<file path="src/rtl/aes128_cbc_sequencer.sv">
// rtl/aes128_cbc_sequencer.sv - AES-128 CBC message sequencer around an external cipher datapath
//
// Drives an AES-128 encryption core through a multi-block CBC message. It
// loads key and IV, waits out key expansion, and accepts one plaintext block
// at a time. It holds the core inputs for the pipeline latency, then presents
// the ciphertext on an output stream. It also owns the CBC chaining register.
//
// Ports:
//   clk          system clock, rising edge
//   reset        asynchronous active-low reset
//   cfg_load     single-cycle pulse capturing cfg_key / cfg_iv (IDLE or READY only)
//   cfg_key      AES-128 key
//   cfg_iv       CBC initialisation vector
//   in_valid     plaintext block valid
//   in_ready     sequencer accepts a block (READY only)
//   in_data      plaintext block
//   in_last      final block of message, qualified by in_valid
//   out_valid    ciphertext block valid
//   out_ready    downstream accepts ciphertext
//   out_data     ciphertext block
//   out_last     final block of message
//   core_key     key to datapath (key register)
//   core_vector  chaining vector to datapath (IV or previous ciphertext)
//   core_plain   plaintext to datapath
//   core_cipher  ciphertext from datapath
//   key_ready    high in READY, BUSY and OUT
//   blk_cnt      index of current block within message
module aes128_cbc_sequencer #(
  parameter int unsigned KEY_LATENCY  = 12,
  parameter int unsigned CORE_LATENCY = 11
) (
  input  logic         clk,
  input  logic         reset,
  input  logic         cfg_load,
  input  logic [127:0] cfg_key,
  input  logic [127:0] cfg_iv,
  input  logic         in_valid,
  output logic         in_ready,
  input  logic [127:0] in_data,
  input  logic         in_last,
  output logic         out_valid,
  input  logic         out_ready,
  output logic [127:0] out_data,
  output logic         out_last,
  output logic [127:0] core_key,
  output logic [127:0] core_vector,
  output logic [127:0] core_plain,
  input  logic [127:0] core_cipher,
  output logic         key_ready,
  output logic [15:0]  blk_cnt
);

  typedef enum logic [2:0] {
    ST_IDLE,
    ST_KEY_WAIT,
    ST_READY,
    ST_BUSY,
    ST_OUT
  } state_e;

  // Counters load latency-1 so that the state exits on the edge where the
  // counter reads zero, i.e. exactly LATENCY edges after the load edge.
  localparam logic [4:0] KEY_CNT_INIT  = 5'(KEY_LATENCY - 1);
  localparam logic [4:0] CORE_CNT_INIT = 5'(CORE_LATENCY - 1);

  state_e       state_q,     state_d;
  logic [4:0]   cnt_q,       cnt_d;
  logic [127:0] key_q,       key_d;
  logic [127:0] iv_q,        iv_d;
  logic [127:0] chain_q,     chain_d;
  logic [127:0] plain_q,     plain_d;
  logic         last_q,      last_d;
  logic [127:0] out_data_q,  out_data_d;
  logic         out_last_q,  out_last_d;
  logic         out_valid_q, out_valid_d;
  logic         in_ready_q,  in_ready_d;
  logic         key_ready_q, key_ready_d;
  logic [15:0]  blk_cnt_q,   blk_cnt_d;

  logic         load_cfg;

  // Reconfiguration is only honoured between blocks; mid-block pulses are
  // dropped so the block in flight completes under the key it started with.
  assign load_cfg = cfg_load && ((state_q == ST_IDLE) || (state_q == ST_READY));

  always_comb begin
    state_d     = state_q;
    cnt_d       = cnt_q;
    key_d       = key_q;
    iv_d        = iv_q;
    chain_d     = chain_q;
    plain_d     = plain_q;
    last_d      = last_q;
    out_data_d  = out_data_q;
    out_last_d  = out_last_q;
    out_valid_d = out_valid_q;
    in_ready_d  = in_ready_q;
    key_ready_d = key_ready_q;
    blk_cnt_d   = blk_cnt_q;

    if (load_cfg) begin
      // cfg_load has priority over a coincident in_valid in READY.
      key_d       = cfg_key;
      iv_d        = cfg_iv;
      chain_d     = cfg_iv;
      blk_cnt_d   = 16'h0000;
      cnt_d       = KEY_CNT_INIT;
      in_ready_d  = 1'b0;
      key_ready_d = 1'b0;
      state_d     = ST_KEY_WAIT;
    end else begin
      case (state_q)
        ST_IDLE: begin
          state_d = ST_IDLE;
        end

        ST_KEY_WAIT: begin
          if (cnt_q == 5'd0) begin
            in_ready_d  = 1'b1;
            key_ready_d = 1'b1;
            state_d     = ST_READY;
          end else begin
            cnt_d = cnt_q - 5'd1;
          end
        end

        ST_READY: begin
          if (in_valid) begin
            plain_d    = in_data;
            last_d     = in_last;
            cnt_d      = CORE_CNT_INIT;
            in_ready_d = 1'b0;
            state_d    = ST_BUSY;
          end
        end

        ST_BUSY: begin
          if (cnt_q == 5'd0) begin
            out_data_d  = core_cipher;
            out_last_d  = last_q;
            out_valid_d = 1'b1;
            state_d     = ST_OUT;
          end else begin
            cnt_d = cnt_q - 5'd1;
          end
        end

        ST_OUT: begin
          if (out_ready) begin
            // End of message rewinds the chain to the IV so the next message
            // starts fresh under the same key without a reload.
            if (out_last_q) begin
              chain_d   = iv_q;
              blk_cnt_d = 16'h0000;
            end else begin
              chain_d   = out_data_q;
              blk_cnt_d = blk_cnt_q + 16'd1;
            end
            out_valid_d = 1'b0;
            out_last_d  = 1'b0;
            in_ready_d  = 1'b1;
            state_d     = ST_READY;
          end
        end

        default: begin
          in_ready_d  = 1'b0;
          key_ready_d = 1'b0;
          out_valid_d = 1'b0;
          state_d     = ST_IDLE;
        end
      endcase
    end
  end

  always_ff @(posedge clk or negedge reset) begin
    if (!reset) begin
      state_q     <= ST_IDLE;
      cnt_q       <= 5'd0;
      key_q       <= '0;
      iv_q        <= '0;
      chain_q     <= '0;
      plain_q     <= '0;
      last_q      <= 1'b0;
      out_data_q  <= '0;
      out_last_q  <= 1'b0;
      out_valid_q <= 1'b0;
      in_ready_q  <= 1'b0;
      key_ready_q <= 1'b0;
      blk_cnt_q   <= 16'h0000;
    end else begin
      state_q     <= state_d;
      cnt_q       <= cnt_d;
      key_q       <= key_d;
      iv_q        <= iv_d;
      chain_q     <= chain_d;
      plain_q     <= plain_d;
      last_q      <= last_d;
      out_data_q  <= out_data_d;
      out_last_q  <= out_last_d;
      out_valid_q <= out_valid_d;
      in_ready_q  <= in_ready_d;
      key_ready_q <= key_ready_d;
      blk_cnt_q   <= blk_cnt_d;
    end
  end

  assign in_ready    = in_ready_q;
  assign out_valid   = out_valid_q;
  assign out_data    = out_data_q;
  assign out_last    = out_last_q;
  assign core_key    = key_q;
  assign core_vector = chain_q;
  assign core_plain  = plain_q;
  assign key_ready   = key_ready_q;
  assign blk_cnt     = blk_cnt_q;

endmodule

</file>
<file path="config.mk">
export PLATFORM = sky130hd
export DESIGN_NAME = aes128_cbc_sequencer
export DESIGN_NICKNAME = d
export VERILOG_FILES = /design/src/rtl/aes128_cbc_sequencer.sv
export SDC_FILE = /design/constraint.sdc
export NUM_CORES = 1
export LEC_CHECK = 0
export CAP_MARGIN = 20
export CORE_AREA = 2 2 412 414
export DETAILED_ROUTE_END_ITERATION = 10
export DIE_AREA = 0 0 414 416
export GPL_TIMING_DRIVEN = 0
export PLACE_DENSITY_LB_ADDON = 0.15
export SKIP_CTS_REPAIR_TIMING = 1
export SLEW_MARGIN = 20
export SYNTH_ARGS = -nofsm -noshare
export SYNTH_HDL_FRONTEND = slang
export SYNTH_SLANG_ARGS = --single-unit
</file>
<file path="constraint.sdc">
create_clock -name clk -period 3.2 [get_ports clk]
set_input_delay 0.48 -clock clk [delete_from_list [all_inputs] [get_ports clk]]
set_output_delay 0.48 -clock clk [all_outputs]
set_load 0.1 [all_outputs]
</file>
Word level (Yosys, flattened, before mapping)
Cells that the tools add are included.
{ "totals": {"ff_bits": 669, "out_inout_bits": 532, "elab_cells": 80} }
{ "op_classes": {"add_sub_neg": 2, "n_eq_ne": 13, "mux": 29, "bitwise": 2, "reduce_logical": 21} }
{ "op_table": {"columns": ["cell", "count"], "rows": [
  ["2-to-1 mux 128 bit", 4],
  ["2-to-1 mux 16 bit", 4],
  ["adder 16 x 1 -> 16 bit, second input constant", 1],
  ["AND reduction 4 bit", 4],
  ["2-to-1 mux 3 bit", 5],
  ["2-to-1 mux 5 bit", 3],
  ["!= test 3 bit, second input constant", 5],
  ["case mux 3 bit (4 select lines)", 1],
  ["case mux 5 bit (2 select lines)", 1],
  ["AND reduction 3 bit", 3],
  ["2-to-1 mux 1 bit", 7],
  ["equality test 3 x 2 -> 1 bit, second input constant", 2],
  ["nonzero test 2 bit", 3],
  ["zero test 5 bit", 1],
  ["subtractor 5 x 1 -> 5 bit, second input constant", 1],
  ["!= test 2 x 1 -> 1 bit, second input constant", 2],
  ["!= test 2 bit, second input constant", 2],
  ["case mux 1 bit (2 select lines)", 2],
  ["case mux 1 bit (4 select lines)", 1],
  ["AND reduction 2 bit", 2],
  ["OR reduction 2 bit", 2],
  ["OR reduction 4 bit", 1],
  ["equality test 3 x 1 -> 1 bit, second input constant", 1],
  ["equality test 3 bit, second input constant", 1],
  ["other kinds (7)", 8]
]} }

Logic depth before layout (Yosys ltp)
Gate-level depths: netlist of run 1.
{ "depth": {"depth_word": 5, "ltp_mapped": 8, "ltp_nobuf": 6} }

Least setup slack after synthesis of run 1
OpenSTA, ideal clock, no wires.
{ "synth_timing": {"kind": "reg2reg", "from": "reg blk_cnt_q[4] (netlist: blk_cnt[4])", "to": "reg blk_cnt_q[13] (netlist: blk_cnt[13])", "t_arrival_ps": 2161, "required_time_ps": 3074, "path_slack_ps": 913, "path_stages_with_launch": 6, "n_path_buf": 1, "synth_period_minus_slack_ps": 2287, "cell_sequence": "dfrtp_1 -> clkbuf_1 -> nand4_1 -> nor4_1 -> nor4b_1 -> a221o_1"} }
{ "synth_between": {"elab_chain_len": 5} }
{ "synth_rtl": {"columns": ["item", "line", "rtl"], "rows": [
  ["start: declaration", "78", "logic [15:0] blk_cnt_q, blk_cnt_d;"],
  ["start signal: assignment", "204", "blk_cnt_q <= blk_cnt_d;"],
  ["adder 16 x 1 -> 16 bit", "157", "blk_cnt_d = blk_cnt_q + 16'd1;"],
  ["2-to-1 mux 16 bit", "152", "if (out_last_q) begin"],
  ["2-to-1 mux 16 bit", "149", "if (out_ready) begin"],
  ["2-to-1 mux 16 bit", "112", "case (state_q)"],
  ["2-to-1 mux 16 bit", "101", "if (load_cfg) begin"]
]} }
Every way passes these cells. The select of a mux whose other input is x is not followed.
A chain may end at the register's enable or synchronous reset.

Worst setup path after layout of run 1
{ "layout_timing": {"from": "reg blk_cnt_q[8] (netlist: blk_cnt[8])", "to": "out blk_cnt[8]"} }
{ "layout_rtl": {"columns": ["item", "line", "rtl"], "rows": [
  ["end: declaration", "50", "output logic [15:0] blk_cnt"]
]} }
No word-level cell between the ends.

==> flow_metrics.tcl, run 1 <==
set metrics [dict create \
    synth_top_family_by_area "multiplexers" \
    drv_slew 0 \
    netlist.area_leader.share 0.604 \
    dp_cells 5778 \
    synthMuxAreaShare 0.165 \
    clock_path_buffers 3 \
    grt_pass1_wl_um 192000 \
    synth-seq-area-share 0.604 \
    synth_xor_area_frac 0.000316 \
    routed_wl_um 137000 \
    first_pass_iters 7 \
    ys_warn_count 0 \
    synth_nets 3022 \
    dp_hpwl_um 105000 \
    antenna_left 0 \
    syn_area_per_cell_um2 11.1 \
    cpLargestDelayFamily "buffers and inverters" \
    critPathArrivalTime_ns 2.47 \
    relSlewSlack 0.214 \
    path_class "reg -> out" \
    fin_nets 4174 \
    die_area_um2 172000 \
    htree_levels 3 \
    root_buffer "clkbuf_16" \
    drive_gt1_frac 0.140 \
    cts_sinks 669 \
    grt_max_degree 82 \
    cts-buffers-inserted 90 \
    place.gp.congestion 0.790 \
    clk_pin_slew_ns 0.06 \
    synth_adder_area_share 0.000903 \
    vias_per_cell 3.84 \
    grt_pass1_vias 24285 \
    clock_latency_ns 0.70 \
    ys_async_sr_fraction 1.00 \
    synth.area.top_cells "dfrtp_1, nand2_1, mux2_2" \
    drt_drc_violations_left 0 \
    die_width_um 414 \
    start_util 0.165 \
    setup_tns_ns 0 \
    overflow 0 \
    antenna_found_initial 31 \
    design_area_um2 44200 \
    start_kind "flip-flop" \
    dpl_cell_area_um2 41100 \
    synthTopCellsByCount "nand2_1, dfrtp_1, mux2_2, o21ai_0, a21oi_1" \
    drv_cap 0 \
    worstPathCellList "clkdlybuf4s50_1" \
    cp_max_fo 8 \
    synth-simple-area-share 0.139 \
    vias 22879 \
    fin_skew_ns 0.0274 \
    areaGrowthSynthToFinish_pct 59.6 \
    synth_cells 2502 \
    synth_edf_count 0 \
    syn-cell-area_um2 27700 \
    num_rows 151 \
    instances_no_fill 5956 \
    synth_seq_cells 669 \
    die_h_um 416 \
    synth.distinct_cells 46 \
    cpPeakStageDelay_ns 1.29 \
    routedWlPerCell_um 23.1 \
    critPathCaptureType "primary output" \
    required_ns 2.72 \
    cp.buffers_inverters 1 \
    cp_slowest_cell "clkdlybuf4s50_1" \
    fin_crit_sh 0.922 \
    synth-compound-area-share 0.0576 \
    synth_ff_type "dfrtp_1" \
    numPortBuffers 1049 \
    tritoncts "yes" \
    grt_setup_unrepaired "no" \
    hp-class "in -> reg" \
    design.core.area_um2 168000 \
    min_period_ns 2.95 \
    grtUsageTotal 0.156 \
    ioPinCount 1050 \
    setup_viol 0 \
    drt_iter0_drc 989 \
    outcome "completed" \
    yosys.cell_count.top_type "nand2_1" \
    tightest_slew_ns 1.18 \
    final_hold_viol_count 0 \
    yosysTopAreaCell "dfrtp_1" \
    max_freq_mhz 339 \
]
## routing by layer
| layer | share of wire | track usage | up-vias |
|---|---|---|---|
| met5 | 0.00056 | 0 | - |
| met4 | 0.024 | 0.0420 | 12 |
| met3 | 0.063 | 0.0454 | 179 |
| met2 | 0.53 | 0.291 | 674 |
| met1 | 0.38 | 0.171 | 11363 |
| li1 | - | - | 10651 |
## path summary, 6_finish.rpt
path	depth (start not counted)	endpoint	from	slack, ns
max in group asynchronous	6	out_data[74]	reset	0.71
worst min register to register	2	core_key[25]	core_key[25]	0.47
worst max-delay path	1	blk_cnt[8]	blk_cnt[8]	0.25
worst max register to register	7	in_ready	state_q[2]	0.30
min in group asynchronous	2	core_key[91]	reset	0.34
worst min-delay path	3	core_key[26]	cfg_key[26]	0.31
## per-stage QoR
| stage | hold WS [ns] | utilization | setup slack (ns) |
|---|---|---|---|
| floorplan | 0.184 | - | 0.913 |
| global placement | 0.458 | 0.244 | -33.77 |
| detailed placement | 0.461 | 0.245 | -0.581 |
| CTS | -0.327 | 0.263 | -0.144 |
| global route | 0.254 | 0.263 | 0.00336 |
| finish | 0.306 | 0.263 | 0.250 |
## final cells by class
cell class / instances / area [µm²]
buffer: 155 / 895
inverter: 8 / 30.0
tap: 2218 / 2780
clock buffer: 143 / 2780
multi-input combinational: 1670 / 10000
timing repair buffer: 1060 / 10700
fill: 17945 / 124000
sequential: 669 / 16700
antenna: 10 / 25.0
clock inverter: 23 / 246
## cell usage in the layout, fill, tap and decap left out, types with 3 or more instances in the layout
| cell | Yosys | final |
|---|---|---|
| clkdlybuf4s50_1 | 0 | 1028 |
| nand2_1 | 785 | 785 |
| dfrtp_1 | 669 | 669 |
| mux2_2 | 157 | 157 |
| o21ai_0 | 143 | 143 |
| a21oi_1 | 136 | 136 |
| nor2_1 | 135 | 135 |
| mux2i_1 | 129 | 129 |
| mux2_4 | 100 | 100 |
| clkbuf_16 | 0 | 92 |
| clkbuf_1 | 62 | 81 |
| buf_2 | 56 | 76 |
| clkbuf_8 | 0 | 29 |
| buf_4 | 16 | 16 |
| clkinv_2 | 0 | 13 |
| buf_12 | 11 | 11 |
| diode_2 | 0 | 10 |
| buf_1 | 10 | 10 |
| nor4_1 | 10 | 10 |
| nor3_1 | 8 | 8 |
| a31oi_1 | 8 | 8 |
| inv_1 | 8 | 8 |
| nand3_1 | 8 | 8 |
| buf_16 | 0 | 8 |
| nand2b_1 | 4 | 4 |
| nand4_1 | 4 | 4 |
| clkbuf_2 | 0 | 3 |
| a211oi_1 | 3 | 3 |
| a22oi_1 | 3 | 3 |
| a221o_1 | 3 | 3 |
| nor3b_1 | 3 | 3 |
| bufinv_16 | 0 | 3 |
## registers in the layout, indices dropped and copies added (netlist names)
signal       cells
core_key       128
core_plain     128
core_vector    128
iv_q           128
out_data       128
blk_cnt         16
cnt_q            5
state_q          3
in_ready         1
key_ready        1
last_q           1
out_last         1
out_valid        1
## logic make-up after synthesis
| group | after synthesis |
|---|---|
| buffers and inverters | 163 |
| adders and majority gates | 2 |
| DFF | 669 |
| AOI/OAI and AO/OA | 305 |
| and+or+nand+nor | 976 |
| xor gates and xnor gates | 1 |
| muxes | 386 |
Power of run 1 is left out: the tool's default activity adds up to more than one toggle a clock period on the data nets, which glitch-free logic cannot reach.
==> run 2, diff against run 1 <==
--- a/config.mk
+++ b/config.mk
@@ -6,9 +6,10 @@
 export NUM_CORES = 1
 export LEC_CHECK = 0
 export CAP_MARGIN = 20
-export CORE_AREA = 2 2 412 414
+export CORE_AREA = 2 2 411 413
 export DETAILED_ROUTE_END_ITERATION = 10
-export DIE_AREA = 0 0 414 416
+export DIE_AREA = 0 0 413 415
+export DONT_BUFFER_PORTS = 1
 export GPL_TIMING_DRIVEN = 0
 export PLACE_DENSITY_LB_ADDON = 0.15
 export SKIP_CTS_REPAIR_TIMING = 1
==> flow_metrics.tcl, run 2 (same netlist as run 1, synthesis figures left out) <==
set metrics [dict create \
    critPathCaptureType "flip-flop" \
    start_util 0.166 \
    die_area_um2 171000 \
    required_ns 3.73 \
    vias 20960 \
    drt_drc_violations_left 0 \
    overflow 0 \
    clock_path_buffers 3 \
    vias_per_cell 3.88 \
    fill_cells 17978 \
    cts-buffers-inserted 89 \
    ioPinCount 1050 \
    r2r_start "state_q[2]" \
    clk_pin_slew_ns 0.06 \
    r2r_end "in_ready" \
    antenna_left 0 \
    final_cell_mix "nand2_1, dfrtp_1, dlygate4sd3_1" \
    start_kind "flip-flop" \
    hp-class "in -> reg" \
    relSlewSlack 0.219 \
    fin_crit_sh 0.910 \
    drv_slew 0 \
    areaGrowthSynthToFinish_pct 40.4 \
    cp_max_fo 10 \
    outcome "completed" \
    setup_viol 0 \
    path_class "reg -> reg" \
    die_h_um 415 \
    root_buffer "clkbuf_16" \
    hp-start "out_ready" \
    cpPeakStageDelay_ns 0.81 \
    grt_setup_unrepaired "no" \
    dpl_cell_area_um2 30600 \
    drive_gt1_frac 0.166 \
    grtUsageTotal 0.143 \
    r2r_cells 6 \
    worstPathCellList "buf_2 > nand4bb_1 > clkbuf_2 > buf_2 > buf_1 > o311ai_0" \
    num_rows 150 \
    cp_slowest_cell "buf_1" \
    drt_iter0_drc 1177 \
    grt_max_degree 670 \
    hold_end "out_valid" \
    numPortBuffers 0 \
    cts_sinks 669 \
    finish.utilization 0.233 \
    reg2reg_slack_ns 0.29 \
    mostFrequentLayoutCell "nand2_1" \
    drv_cap 0 \
    tightest_slew_ns 1.17 \
    design.core.area_um2 167000 \
    clock_latency_ns 0.73 \
    place.gp.congestion 0.789 \
    antenna_found_initial 22 \
    fin_nets 3639 \
    design_area_um2 38900 \
    setup_slack_ns 0.287 \
    max_freq_mhz 343 \
    grt_pass1_wl_um 171000 \
    final_hold_viol_count 0 \
    htree_levels 3 \
    tritoncts "yes" \
    place_ws_ns -0.945 \
    die_width_um 413 \
    hold_depth 3 \
    routedWlPerCell_um 23.6 \
    critPathArrivalTime_ns 3.44 \
    fin_skew_ns 0.0270 \
    min_period_ns 2.91 \
    dp_hpwl_um 94900 \
    crit_top_cell "buf_2" \
    grt_pass1_vias 19918 \
    routed_wl_um 128000 \
    first_pass_iters 5 \
    whs_ns 0.0231 \
]
run 2: cell type report:
class	count	area, µm²	area share
Antenna cell	15	37.5	0.000965
Timing Repair Buffer	526	5390	0.139
Clock buffer	130	2610	0.0672
Tap cell	2204	2760	0.0709
Clock inverter	32	353	0.00907
Buffer	155	900	0.0231
Sequential cell	669	16800	0.431
Inverter	8	30.0	0.000772
Multi-Input combinational cell	1670	10000	0.258
run 2: worst max-delay path by stage:
stage / slack [ns] / from / cells after the start / to
6_report: 0.29 / state_q[2] / 6 / in_ready
5_1_grt: 0.01 / state_q[2] / 6 / in_ready
4_1_cts: -0.97 / out_last / 7 / core_vector[122]
3_5_place_dp: -0.94 / out_last / 7 / core_vector[125]
3_3_place_gp: -0.91 / out_last / 7 / core_vector[126]
2_1_floorplan: 0.91 / blk_cnt[4] / 5 / blk_cnt[13]
run 2: stage by stage:
step | TNS [ns] | instances
2_1_floorplan | 0 | 2502
4_1_cts | -72.86 | 4874
3_3_place_gp | -198.62 | 4706
6_report | 0 | 5409
3_5_place_dp | -68.82 | 4712
5_1_grt | 0 | 5400
run 2: worst max-delay path: cells and delay by family, from the launching register on:
kind | cells | cell delay, ns
AND/OR/NAND/NOR | 1 | 0.13
buffers and inverters | 4 | 1.96
flip-flops | 1 | 0.35
AO/OA/AOI/OAI | 1 | 0.28
run 2: routing by layer:
| metal | track usage | part of all wire | vias up |
|---|---|---|---|
| met5 | 0 | 0.00031 | - |
| met4 | 0.0381 | 0.022 | 6 |
| met3 | 0.0615 | 0.091 | 142 |
| met2 | 0.251 | 0.51 | 688 |
| met1 | 0.155 | 0.38 | 10514 |
| li1 | - | - | 9610 |
Power of run 2 is left out for the same reason.
